**config.mk**
```make
export PLATFORM = sky130hd
export DESIGN_NAME = seq_detect_ctrl_flat
export DESIGN_NICKNAME = d
export VERILOG_FILES = /design/src/rtl/seq_detect_ctrl_if.sv /design/src/rtl/seq_detect_ctrl.sv /design/src/flat_wrapper.sv
export SDC_FILE = /design/constraint.sdc
export NUM_CORES = 1
export LEC_CHECK = 0
export BUFFER_PORTS_ARGS = -buffer_cell sky130_fd_sc_hd__buf_4
export CAP_MARGIN = 30
export CORE_UTILIZATION = 47
export CTS_CLUSTER_DIAMETER = 40
export CTS_CLUSTER_SIZE = 16
export DETAILED_ROUTE_END_ITERATION = 10
export GPL_TIMING_DRIVEN = 0
export HOLD_SLACK_MARGIN = 0.05
export PLACE_DENSITY = 0.68
export SETUP_SLACK_MARGIN = 0.05
export SLEW_MARGIN = 40
export SYNTH_ARGS = -nofsm -noshare
export SYNTH_HDL_FRONTEND = slang
export SYNTH_SLANG_ARGS = --single-unit
```
**constraint.sdc**
```tcl
create_clock -name clk -period 2.9 [get_ports clk]
set_clock_uncertainty 0.1 [all_clocks]
set_input_delay 0.58 -clock clk [delete_from_list [all_inputs] [get_ports clk]]
set_output_delay 0.58 -clock clk [all_outputs]
set_load 0.03 [all_outputs]
```
**src/rtl/seq_detect_ctrl_if.sv**
```systemverilog
// Config, control, serial-data and status bundle for the pattern-detect controller.
// master = bit source / sequencer side, slave = seq_detect_ctrl.
interface seq_detect_ctrl_if #(
   parameter int PAT_W = 8,
   parameter int LEN_W = 4,
   parameter int CNT_W = 8
);
   logic             cfg_valid;
   logic             cfg_ready;
   logic [PAT_W-1:0] cfg_pattern;
   logic [LEN_W-1:0] cfg_len;
   logic [CNT_W-1:0] cfg_target;
   logic             start;
   logic             stop;
   logic             x_valid;
   logic             x;
   logic             z;
   logic [CNT_W-1:0] match_cnt;
   logic             busy;
   logic             done;

   modport master (
      output cfg_valid, cfg_pattern, cfg_len, cfg_target, start, stop, x_valid, x,
      input  cfg_ready, z, match_cnt, busy, done
   );

   modport slave (
      input  cfg_valid, cfg_pattern, cfg_len, cfg_target, start, stop, x_valid, x,
      output cfg_ready, z, match_cnt, busy, done
   );
endinterface

```
**src/rtl/seq_detect_ctrl.sv**
```systemverilog
// Programmable serial pattern detector: overlapping matches on a gated bit stream,
// per-match z pulse, saturating match counter and target-reached DONE state.
module seq_detect_ctrl #(
   parameter int PAT_W = 8,
   parameter int LEN_W = 4,
   parameter int CNT_W = 8
) (
   input  logic               clk,
   input  logic               reset,
   seq_detect_ctrl_if.slave   bus
);

   typedef enum logic [1:0] {S_IDLE, S_RUN, S_DONE} state_t;

   state_t           r_state;
   logic [PAT_W-1:0] r_hist;
   logic [LEN_W-1:0] r_fill;
   logic [PAT_W-1:0] r_pat;
   logic [LEN_W-1:0] r_len;
   logic [CNT_W-1:0] r_tgt;
   logic [CNT_W-1:0] r_cnt;
   logic             r_z;
   logic             r_busy;
   logic             r_done;
   logic             r_cfg_ready;

   logic [PAT_W-1:0] w_hist_nxt;
   logic [LEN_W-1:0] w_fill_nxt;
   logic [PAT_W-1:0] w_mask;
   logic [LEN_W-1:0] w_len_clamp;
   logic [CNT_W-1:0] w_cnt_nxt;
   logic             w_match;
   logic             w_cfg_hs;

   assign w_hist_nxt = {r_hist[PAT_W-2:0], bus.x};
   assign w_fill_nxt = (r_fill == LEN_W'(PAT_W)) ? r_fill : r_fill + 1'b1;
   assign w_cnt_nxt  = (&r_cnt) ? r_cnt : r_cnt + 1'b1;
   assign w_cfg_hs   = bus.cfg_valid & r_cfg_ready;

   // Out-of-range lengths are folded into 1..PAT_W at capture time.
   always_comb begin
      w_len_clamp = bus.cfg_len;
      if (bus.cfg_len == '0)
         w_len_clamp = LEN_W'(1);
      else if (bus.cfg_len > LEN_W'(PAT_W))
         w_len_clamp = LEN_W'(PAT_W);
   end

   always_comb begin
      w_mask = '0;
      for (int i = 0; i < PAT_W; i++)
         w_mask[i] = (i < int'(r_len));
   end

   assign w_match = bus.x_valid & (w_fill_nxt >= r_len) &
                    (((w_hist_nxt ^ r_pat) & w_mask) == '0);

   always_ff @(posedge clk) begin
      if (reset) begin
         r_state     <= S_IDLE;
         r_hist      <= '0;
         r_fill      <= '0;
         r_pat       <= '0;
         r_len       <= LEN_W'(PAT_W);
         r_tgt       <= '0;
         r_cnt       <= '0;
         r_z         <= 1'b0;
         r_busy      <= 1'b0;
         r_done      <= 1'b0;
         r_cfg_ready <= 1'b1;
      end else begin
         r_z <= 1'b0;
         case (r_state)
            S_IDLE, S_DONE: begin
               if (w_cfg_hs) begin
                  r_pat <= bus.cfg_pattern;
                  r_len <= w_len_clamp;
                  r_tgt <= bus.cfg_target;
               end
               if (bus.start) begin
                  r_state     <= S_RUN;
                  r_hist      <= '0;
                  r_fill      <= '0;
                  r_cnt       <= '0;
                  r_busy      <= 1'b1;
                  r_done      <= 1'b0;
                  r_cfg_ready <= 1'b0;
               end
            end
            S_RUN: begin
               if (bus.x_valid) begin
                  r_hist <= w_hist_nxt;
                  r_fill <= w_fill_nxt;
               end
               if (w_match) begin
                  r_z   <= 1'b1;
                  r_cnt <= w_cnt_nxt;
               end
               // stop wins over reaching the target on the same edge
               if (bus.stop) begin
                  r_state     <= S_IDLE;
                  r_busy      <= 1'b0;
                  r_cfg_ready <= 1'b1;
               end else if (w_match && r_tgt != '0 && w_cnt_nxt == r_tgt) begin
                  r_state     <= S_DONE;
                  r_busy      <= 1'b0;
                  r_done      <= 1'b1;
                  r_cfg_ready <= 1'b1;
               end
            end
            default: begin
               r_state     <= S_IDLE;
               r_busy      <= 1'b0;
               r_done      <= 1'b0;
               r_cfg_ready <= 1'b1;
            end
         endcase
      end
   end

   assign bus.cfg_ready = r_cfg_ready;
   assign bus.z         = r_z;
   assign bus.match_cnt = r_cnt;
   assign bus.busy      = r_busy;
   assign bus.done      = r_done;

endmodule

```
**src/flat_wrapper.sv**
```systemverilog
// flat-port wrapper written by rule: the top's interface ports become plain ports
module seq_detect_ctrl_flat 
#(
   parameter int PAT_W = 8,
   parameter int LEN_W = 4,
   parameter int CNT_W = 8
)
  (clk, reset, bus_cfg_valid, bus_cfg_pattern, bus_cfg_len, bus_cfg_target, bus_start, bus_stop, bus_x_valid, bus_x, bus_cfg_ready, bus_z, bus_match_cnt, bus_busy, bus_done);
  seq_detect_ctrl_if #(.PAT_W(PAT_W), .LEN_W(LEN_W), .CNT_W(CNT_W)) bus_i ();
  input  logic clk;
  input  logic reset;
  input wire logic [$bits(bus_i.cfg_valid)-1:0] bus_cfg_valid;
  input wire logic [$bits(bus_i.cfg_pattern)-1:0] bus_cfg_pattern;
  input wire logic [$bits(bus_i.cfg_len)-1:0] bus_cfg_len;
  input wire logic [$bits(bus_i.cfg_target)-1:0] bus_cfg_target;
  input wire logic [$bits(bus_i.start)-1:0] bus_start;
  input wire logic [$bits(bus_i.stop)-1:0] bus_stop;
  input wire logic [$bits(bus_i.x_valid)-1:0] bus_x_valid;
  input wire logic [$bits(bus_i.x)-1:0] bus_x;
  output wire logic [$bits(bus_i.cfg_ready)-1:0] bus_cfg_ready;
  output wire logic [$bits(bus_i.z)-1:0] bus_z;
  output wire logic [$bits(bus_i.match_cnt)-1:0] bus_match_cnt;
  output wire logic [$bits(bus_i.busy)-1:0] bus_busy;
  output wire logic [$bits(bus_i.done)-1:0] bus_done;
  assign bus_i.cfg_valid = bus_cfg_valid;
  assign bus_i.cfg_pattern = bus_cfg_pattern;
  assign bus_i.cfg_len = bus_cfg_len;
  assign bus_i.cfg_target = bus_cfg_target;
  assign bus_i.start = bus_start;
  assign bus_i.stop = bus_stop;
  assign bus_i.x_valid = bus_x_valid;
  assign bus_i.x = bus_x;
  assign bus_cfg_ready = bus_i.cfg_ready;
  assign bus_z = bus_i.z;
  assign bus_match_cnt = bus_i.match_cnt;
  assign bus_busy = bus_i.busy;
  assign bus_done = bus_i.done;
  seq_detect_ctrl #(.PAT_W(PAT_W), .LEN_W(LEN_W), .CNT_W(CNT_W)) u_core (.clk(clk), .reset(reset), .bus(bus_i));
endmodule
```
---- Word level (Yosys, flattened, before mapping) ----
Cells that the tools add are included.
cells by class
  add/sub/neg operators ................... 2
  multipliers ............................. 0
  div/mod/pow operators ................... 0
  order comparisons ....................... 10
  equal/unequal tests ..................... 10
  shift operators ......................... 0
  muxes and demuxes ....................... 27
  bitwise operators ....................... 6
  reductions and logical operators ........ 15
operators with widths
  cell                   count
  $mux W8                3
  $mux W4                5
  $lt A3 B4 Y1 const A   4
  $pmux W8 S2            1
  $pmux W7 S2            1
  $reduce_and A3 Y1      3
  $add A8 B1 Y8 const B  1
  $and A8 B8 Y8          1
  $eq A8 B8 Y1           1
  $logic_not A8 Y1       1
  $lt A1 B4 Y1 const A   2
  $lt A2 B4 Y1 const A   2
  $mux W1                8
  $pmux W4 S2            1
  $reduce_and A8 Y1      1
  $reduce_bool A8 Y1     1
  $xor A8 B8 Y8          1
  $mux W7                1
  $mux W2                3
  $ne A2 B2 Y1 const B   3
  $pmux W1 S2            3
  $add A4 B1 Y4 const B  1
  $eq A4 B4 Y1 const B   1
  $ge A4 B4 Y1           1
  other kinds (14)       20
word-level totals
  register bits after elaboration ......... 45
  bits in latches ......................... 0
  bits in writable memories ............... 0
  memory bits (read-only) ................. 0
  input port bits ......................... 27
  output and inout bits ................... 12
  word-level logic and storage cells ...... 81
  memories ................................ 0

---- Longest topological paths before layout ----
Gate-level depths: netlist of run 1.
  depth after elaboration ................. 10
  gate-level depth with buffers ........... 12

---- Worst setup path after synthesis of run 1 ----
Ideal clock, no wire load.
  path kind ............................... flip-flop to flip-flop
  start point ............................. reg u_core.r_fill[0]
  end point ............................... reg u_core.r_cnt[0] (netlist: u_core.bus.match_cnt[0])
  arrival time ............................ 2703 ps
  data required time ...................... 2731 ps
  path slack .............................. 28 ps
  stages on the path, launching flop included .. 12
  buffers on the path ..................... 1
  period minus slack after synthesis ...... 2872 ps
  cells stage by stage .................... dfxtp_1 ha_1 xor2_1 and2_1 ha_1 o21a_1 o21ai_0 or4_1 a211o_1 buf_6 or4_1 o21ai_1
on the way
  word-level cells in the longest chain between the ends .. 7
  elaborated cells on any way between the ends .. 8
  classes of those cells .................. add/sub (1); order compare (1); eq/ne (2); mux (1); bitwise (2); reduce/logical (1)
ends and longest elaborated chain
  item                                                  RTL line               RTL
  start: declaration                                    seq_detect_ctrl.sv:17  logic [LEN_W-1:0] r_fill;
  start signal: assignment                              seq_detect_ctrl.sv:93  r_fill <= w_fill_nxt;
  $add A4 B1 Y4 / $eq A4 B4 Y1 (equally long branches)  seq_detect_ctrl.sv:36  assign w_fill_nxt = (r_fill == LEN_W'(PAT_W)) ? r_fill : r_fill + 1'b1;
  $mux W4 (*)                                           seq_detect_ctrl.sv:36
  $ge A4 B4 Y1 (*)                                      seq_detect_ctrl.sv:55  assign w_match = bus.x_valid & (w_fill_nxt >= r_len) &
  $and A1 B1 Y1 (*) (2 in a row)                        seq_detect_ctrl.sv:55
  $ne A2 B1 Y1 (no source line) (*)                     n/a
  $reduce_and A3 Y1 (no source line) (*)                n/a
  end signal: assignment                                seq_detect_ctrl.sv:97  r_cnt <= w_cnt_nxt;
  end: declaration                                      seq_detect_ctrl.sv:21  logic [CNT_W-1:0] r_cnt;
Every way passes the cells marked *; elsewhere a longest branch is shown, timed or not.
A chain may end at the register's enable or synchronous reset.

---- Worst setup path in the final report of run 1 ----
  start point ............................. reg u_core.r_fill[0]
  end point ............................... reg u_core.r_cnt[2] (netlist: u_core.bus.match_cnt[2])
Same word-level chain as after synthesis.

==> reports/qor.txt, run 1 <==
largest net degree at the start of global routing: 14
Synth Area per Inst: 7.81 µm²
slowest CP cell: or4_4
Synth Cell Area: 2510 µm²
first-pass GRT wire length: 9940 µm
dpl hpwl: 4420 µm
H-tree depth: 2
CTS tree: done
arrival time worst endpoint: 3.00 ns
Internal: 1.01 mW
Synth async-reset ratio: 0%
number of global-route vias before repair: 2,173
xor and xnor fraction of the mapped netlist area: 5.94%
status: complete, no violations
hold buffer count at cts: 0
post-synthesis mux area share: 0.449%
kind of start point of the critical path: register
clock period minus worst slack: 2.88 ns
final setup vio count: 0
Yosys top cell area share: 35.9%
Worst VDD drop: 0.216 mV
library cells used by synthesis: 54
Fmax: 347 MHz
n_diodes: 0
Final Hold Viols: 0
layout overhead on the synthesized area: 23.7%
largest stage delay on the critical path: 0.50 ns
WL final: 6060 µm
Slew HR: 64.9%
simple-gate share of the synthesized area: 28.5%
DRC viols: 0
delay-heaviest family, CP: simple AND/OR/NAND/NOR gates
fraction of the mapped netlist area in adder cells: 3.49%
Num CTS Buffers: 5
placed cell areas: 2880 µm²
antenna viol nets, final: 0
clock transition at the registers of the reported paths: 0.09 ns
Most Frequent Cell on Critical Path: ha_4
top cells by area, synth: dfxtp_1, nand2_1, a21oi_1
I/O pins: 39
layout cell share with drive strength beyond 1: 19.6%
worst path required time: 3.03 ns
Starting Density: 49.1%
Worst Hold Class: reg2reg
row count: 26
DR WL/cell: 13.7 µm
Overflow after GRT: 0
sequential area share after synthesis: 35.9%
Initial DRC Count: 221
largest family of logic cells by synthesized area: simple AND/OR/NAND/NOR gates
critical path fanouts, max: 8
Mapped Cells: 321
CTS Root Cell: clkbuf_8
worst path buffer plus inverter count: 2
clk sink count: 45
type of the worst setup path: reg2reg
hold slack: 0.362 ns
Nets: 405
Pleak: 1.17 nW
antenna violations before repair: 0
number of synthesized flops with an enable pin: 0
later-pin clock latency in the skew report: 0.30 ns
CP Capture Type: register
Psw: 0.349 mW
via count: 2,413
Total GRT Usage: 23.2%
Cell Chain, Critical Path: inv_2, ha_4, nand3b_1, and2_4, ha_4, o21a_1, o21ai_1, or4_4, a211o_1, buf_6, or3b_1, a31oi_1
prevailing post-synth register cell: dfxtp_1
Slew Limit Fails: 0
RSZ-0062 raised after global routing: true
Synth area leader: dfxtp_1
Die ar.: 5630 µm²
register share of total power: 48.6%
core area: 5110 µm²
Max Cap Viol: 0
pwr/cell area: 440 nW/µm²
Syn Nets: 355
switching part of the total: 25.6%
Clock Path Buffers: 2
synthesis-stage register bit count: 45
final instance area: 3100 µm²
slew of the pin with the lowest slew margin: 0.526 ns
die height: 75.0 µm
DR pass1 iterations: 4
Die W: 75.0 µm
Gate power share: 15.1%
port bufs: 38
Final GP Congestion: 0.894
Synth Area in Compound Gates: 21.0%
vias per cell: 5.46
clock power share: 36.3%
Synthesis Warnings: 0
fillers: 494
top-count cell post-synth: nand2_1
fin crit share: 99.2%
top cells by count, synth: nand2_1, dfxtp_1, a21oi_1
[final timing paths]
| kind | start | end | slack [ns] | cells after the start |
|---|---|---|---|---|
| hold / removal | u_core.bus.done | u_core.bus.done | 0.36 | 2 |
| setup / recovery | u_core.r_fill[0] | u_core.bus.match_cnt[2] | 0.02 | 12 |
| hold reg to reg | u_core.bus.done | u_core.bus.done | 0.36 | 2 |
| setup reg to reg | u_core.r_fill[0] | u_core.bus.match_cnt[2] | 0.02 | 12 |
[kinds of logic after synthesis]
kind of cell | count (synthesis)
AO/OA/AOI/OAI | 80
XOR/XNOR | 17
adder cells (fa/ha/maj) | 7
buffers and inverters | 29
flip-flops | 45
multiplexers | 1
AND/OR/NAND/NOR | 142
[cell type report]
cell class              instances  area, µm²  share of cell area, %
well taps                      70       87.6                   2.83
multi-input cells             247       1550                   50.0
repair buffers                 43        323                   10.4
plain buffers                  20       83.8                   2.70
inverters                       9       33.8                   1.09
clock inverters                 1       30.0                  0.969
flip-flops and latches         45        906                   29.2
clock buffers                   7       86.3                   2.79
[placed cells by master, fill, tap and decap left out, drive strengths merged, types with 3 or more instances in the layout]
cell type,n
dfxtp,45
nor2b,7
clkbuf,25
a31oi,7
nor3,4
xor2,7
and2,4
a21oi,35
ha,7
inv,9
nor2,14
buf,45
and4,4
nand4,5
o21ai,11
or4,3
nand3,22
nor4,4
a211o,3
xnor2,10
nand2,56
nand2b,6
nand3b,4
[per-layer routing]
metal	global-route usage [%]	vias up	share of wire [%]
met1	30.3	1107	48
met2	38.9	56	47
met5	0	-	0
met3	4.02	9	3.9
met4	7.13	0	1.5
li1	-	1241	-
[flip-flops by register name, summed over array words and instances, names as in the netlist, 2 cells and up]
name,count
u_core.bus.match_cnt,8
u_core.r_fill,4
u_core.r_hist,7
u_core.r_len,4
u_core.r_pat,8
u_core.r_state,2
u_core.r_tgt,8
[through the flow]
stage                     utilization, %  instances  power [mW]  setup TNS [ns]  setup slack [ns]
after floorplan                        -        321       0.803               0            0.0641
after global routing                60.7        442        1.42          -0.399           -0.0826
after global placement              56.4        429       0.871           -1.23            -0.348
after CTS                           60.2        442        1.37               0            0.0511
final                               60.7        442        1.36               0            0.0221
after detailed placement            56.4        429       0.874           -1.40            -0.357
[power groups by stage]
stage          logic [mW]  registers [mW]  clock network (mW)
4_1_cts             0.205           0.663               0.504
2_1_floorplan       0.125           0.677                   0
3_3_place_gp        0.194           0.677                   0
6_report            0.205           0.662               0.495
3_5_place_dp        0.196           0.678                   0
5_1_grt             0.230           0.666               0.525
[worst register-to-register path, stage by stage, from the launching register on]
cell	delay [ns]
dfxtp_4	0.37
inv_2	0.06
ha_4	0.11
nand3b_1	0.14
and2_4	0.20
ha_4	0.25
o21a_1	0.10
o21ai_1	0.06
or4_4	0.50
a211o_1	0.29
buf_6	0.14
or3b_1	0.34
a31oi_1	0.16
[what timing repair did]
item	in CTS	in global routing
buffers inserted	5	0
pin swaps	9	9
hold endpoints to repair	0	0
resized for setup	12	9
setup endpoints to repair	10	12
No activity file was read; power rests on OpenSTA's default activity.
==> inputs of run 2 (changes only) <==
--- a/config.mk
+++ b/config.mk
@@ -13,7 +13,7 @@
 export DETAILED_ROUTE_END_ITERATION = 10
 export GPL_TIMING_DRIVEN = 0
 export HOLD_SLACK_MARGIN = 0.05
-export PLACE_DENSITY = 0.68
+export PLACE_DENSITY = 0.8
 export SETUP_SLACK_MARGIN = 0.05
 export SLEW_MARGIN = 40
 export SYNTH_ARGS = -nofsm -noshare
==> reports/qor.txt, run 2 (synthesis gave the netlist of run 1 again) <==
status: complete, no violations
Fmax: 351 MHz (+1.1%)
Pleak: 1.15 nW (-1.7%)
DR pass1 iterations: 4 (unchanged)
Most Crowded Layer GR: met2
Worst Hold Class: reg2reg
layout cell share with drive strength beyond 1: 19.4% (-0.22 points)
later-pin clock latency in the skew report: 0.32 ns (+0.02 ns)
pwr/cell area: 419 nW/µm² (-4.8%)
type of the worst setup path: reg2reg
footprint of the multi-input gates: 1560 µm² (+0.40%)
first-pass GRT wire length: 10,300 µm (+4.0%)
Total GRT Usage: 24.3% (+1.1 points)
arrival time worst endpoint: 3.00 ns (about the same)
hold buffer count at cts: 0 (unchanged)
total power draw: 1.29 mW (-5.4%)
hold endpoint: u_core.r_pat[0]
Final GP Congestion: 0.937 (+4.8%)
CTS tree: done
Slew HR: 66.4% (+1.5 points)
port bufs: 38 (unchanged)
CP Capture Type: register
Starting Density: 49.1% (unchanged)
slew of the pin with the lowest slew margin: 0.504 ns (-0.0222 ns)
reg2reg path depth: 12 (unchanged)
number of global-route vias before repair: 2,297 (+5.7%)
Non-Filler Instances: 441 (-0.23%)
most common cell after layout, fill and taps aside: nand2_1
Max Cap Viol: 0 (unchanged)
antenna viol nets, final: 0 (unchanged)
kind of start point of the critical path: register
worst r2r src: u_core.r_fill[0]
Nets: 404 (-0.25%)
Initial DRC Count: 187 (-15%)
final instance area: 3080 µm² (-0.69%)
row count: 26 (unchanged)
Clock Path Buffers: 2 (unchanged)
Global Route met2 Usage: 38.5% (-0.40 points)
clk sink count: 45 (unchanged)
met1 GRT Util: 31.4% (+1.0 points)
Worst VDD drop: 0.417 mV (+93%)
CTS Root Cell: clkbuf_8
Hold Path Depth: 2 (unchanged)
Die W: 75.0 µm (unchanged)
Final Hold Viols: 0 (unchanged)
met3 usage: 5.35% (+1.3 points)
clock period minus worst slack: 2.85 ns (-0.0315 ns)
critical path fanouts, max: 8 (unchanged)
WL final: 6190 µm (+2.2%)
antenna violations before repair: 0 (unchanged)
R2R setup slack: 0.05 ns (+0.03 ns)
H-tree depth: 2 (unchanged)
DR WL/cell: 14.0 µm (+2.5%)
via count: 2,472 (+2.4%)
Crit Reg-Reg Endpoint: u_core.bus.match_cnt[0]
die height: 75.0 µm (unchanged)
Num CTS Buffers: 5 (unchanged)
dpl hpwl: 4510 µm (+1.9%)
clock transition at the registers of the reported paths: 0.10 ns (about the same)
fillers: 469 (-5.1%)
vias per cell: 5.61 (+2.7%)
DRC viols: 0 (unchanged)
RSZ-0062 raised after global routing: true
I/O pins: 39 (unchanged)
layout overhead on the synthesized area: 22.8%
core area: 5110 µm² (unchanged)
final setup vio count: 0 (unchanged)
fin crit share: 98.1% (-1.1 points)
Overflow after GRT: 0 (unchanged)
hold_sp: u_core.r_pat[0]
Die ar.: 5630 µm² (unchanged)
DP Cell Count: 429 (unchanged)
Reg area: 906 µm² (unchanged)
placed cell areas: 2880 µm² (unchanged)
worst path required time: 3.05 ns (+0.02 ns)
commonest cells after routing, fill and taps aside: nand2_1, dfxtp_1, buf_4
Slew Limit Fails: 0 (unchanged)
largest net degree at the start of global routing: 17 (+3)
n_diodes: 0 (unchanged)
[run 2: cell count changes in the layout (fill, tap and decap cells not counted)]
| cell | before | now |
|---|---|---|
| bufinv_16 | 1 | 0 |
| o21ai_0 | 6 | 7 |
| o21ai_1 | 4 | 3 |
| clkbuf_2 | 1 | 0 |
| buf_6 | 1 | 2 |
| a21o_4 | 0 | 1 |
| a21o_2 | 1 | 0 |
| clkbuf_8 | 6 | 5 |
| inv_6 | 0 | 2 |
| clkinvlp_4 | 0 | 1 |
| buf_4 | 43 | 41 |
[run 2: worst max path at each step]
stage | startpoint | end | cells past startpoint
finish | u_core.r_fill[0] | u_core.bus.match_cnt[0] | 12
CTS | u_core.r_fill[0] | u_core.bus.match_cnt[0] | 12
floorplan | u_core.r_fill[0] | u_core.bus.match_cnt[0] | 11
detailed placement | u_core.r_fill[0] | u_core.bus.busy | 10
global placement | u_core.r_fill[0] | u_core.bus.busy | 10
global route | u_core.r_fill[0] | u_core.bus.match_cnt[5] | 12
[run 2: metal layers]
metal	routed length (µm)	up-vias
met5	0	-
met3	407	15
met4	143	0
met1	2810	1120
met2	2830	92
li1	-	1245
[run 2: cell type report]
class / count / area share, %
multi-input combinational: 247 / 50.5
sequential: 45 / 29.4
timing repair buffer: 42 / 10.4
tap: 70 / 2.85
buffer: 20 / 2.68
clock buffer: 5 / 2.24
inverter: 9 / 1.10
clock inverter: 3 / 0.813
[run 2: critical path, stage by stage (launching register included)]
cell	delay [ns]
dfxtp_4	0.38
inv_2	0.06
ha_4	0.11
nand3b_1	0.13
xnor2_2	0.19
ha_1	0.29
nand2b_1	0.09
a2111oi_1	0.07
or4_4	0.42
a211o_1	0.29
buf_6	0.14
or4_4	0.41
o21ai_1	0.08
[run 2: power breakdown]
part / leakage, nW / total, mW / switching [mW] / internal [mW]
registers: 0.367 / 0.663 / 0.0228 / 0.640
clock network: 0.0452 / 0.420 / 0.244 / 0.176
logic: 0.733 / 0.206 / 0.113 / 0.0930
total: 1.15 / 1.29 / 0.380 / 0.909
[run 2: per-stage QoR]
stage | util, % | hold slack (ns) | setup slack [ns] | setup TNS [ns]
after floorplan | - | 0.346 | 0.0641 | 0
after global placement | 56.4 | 0.355 | -0.270 | -0.869
after detailed placement | 56.4 | 0.361 | -0.289 | -1.09
after CTS | 59.8 | 0.375 | 0.0425 | 0
after global routing | 60.3 | 0.388 | -0.0761 | -0.273
final | 60.3 | 0.370 | 0.0537 | 0
[run 2: what timing repair did]
action,CTS,global route
endpoints found under the setup margin,10,8
pin swaps,11,9
gates resized for setup,15,5
buffers inserted,3,1
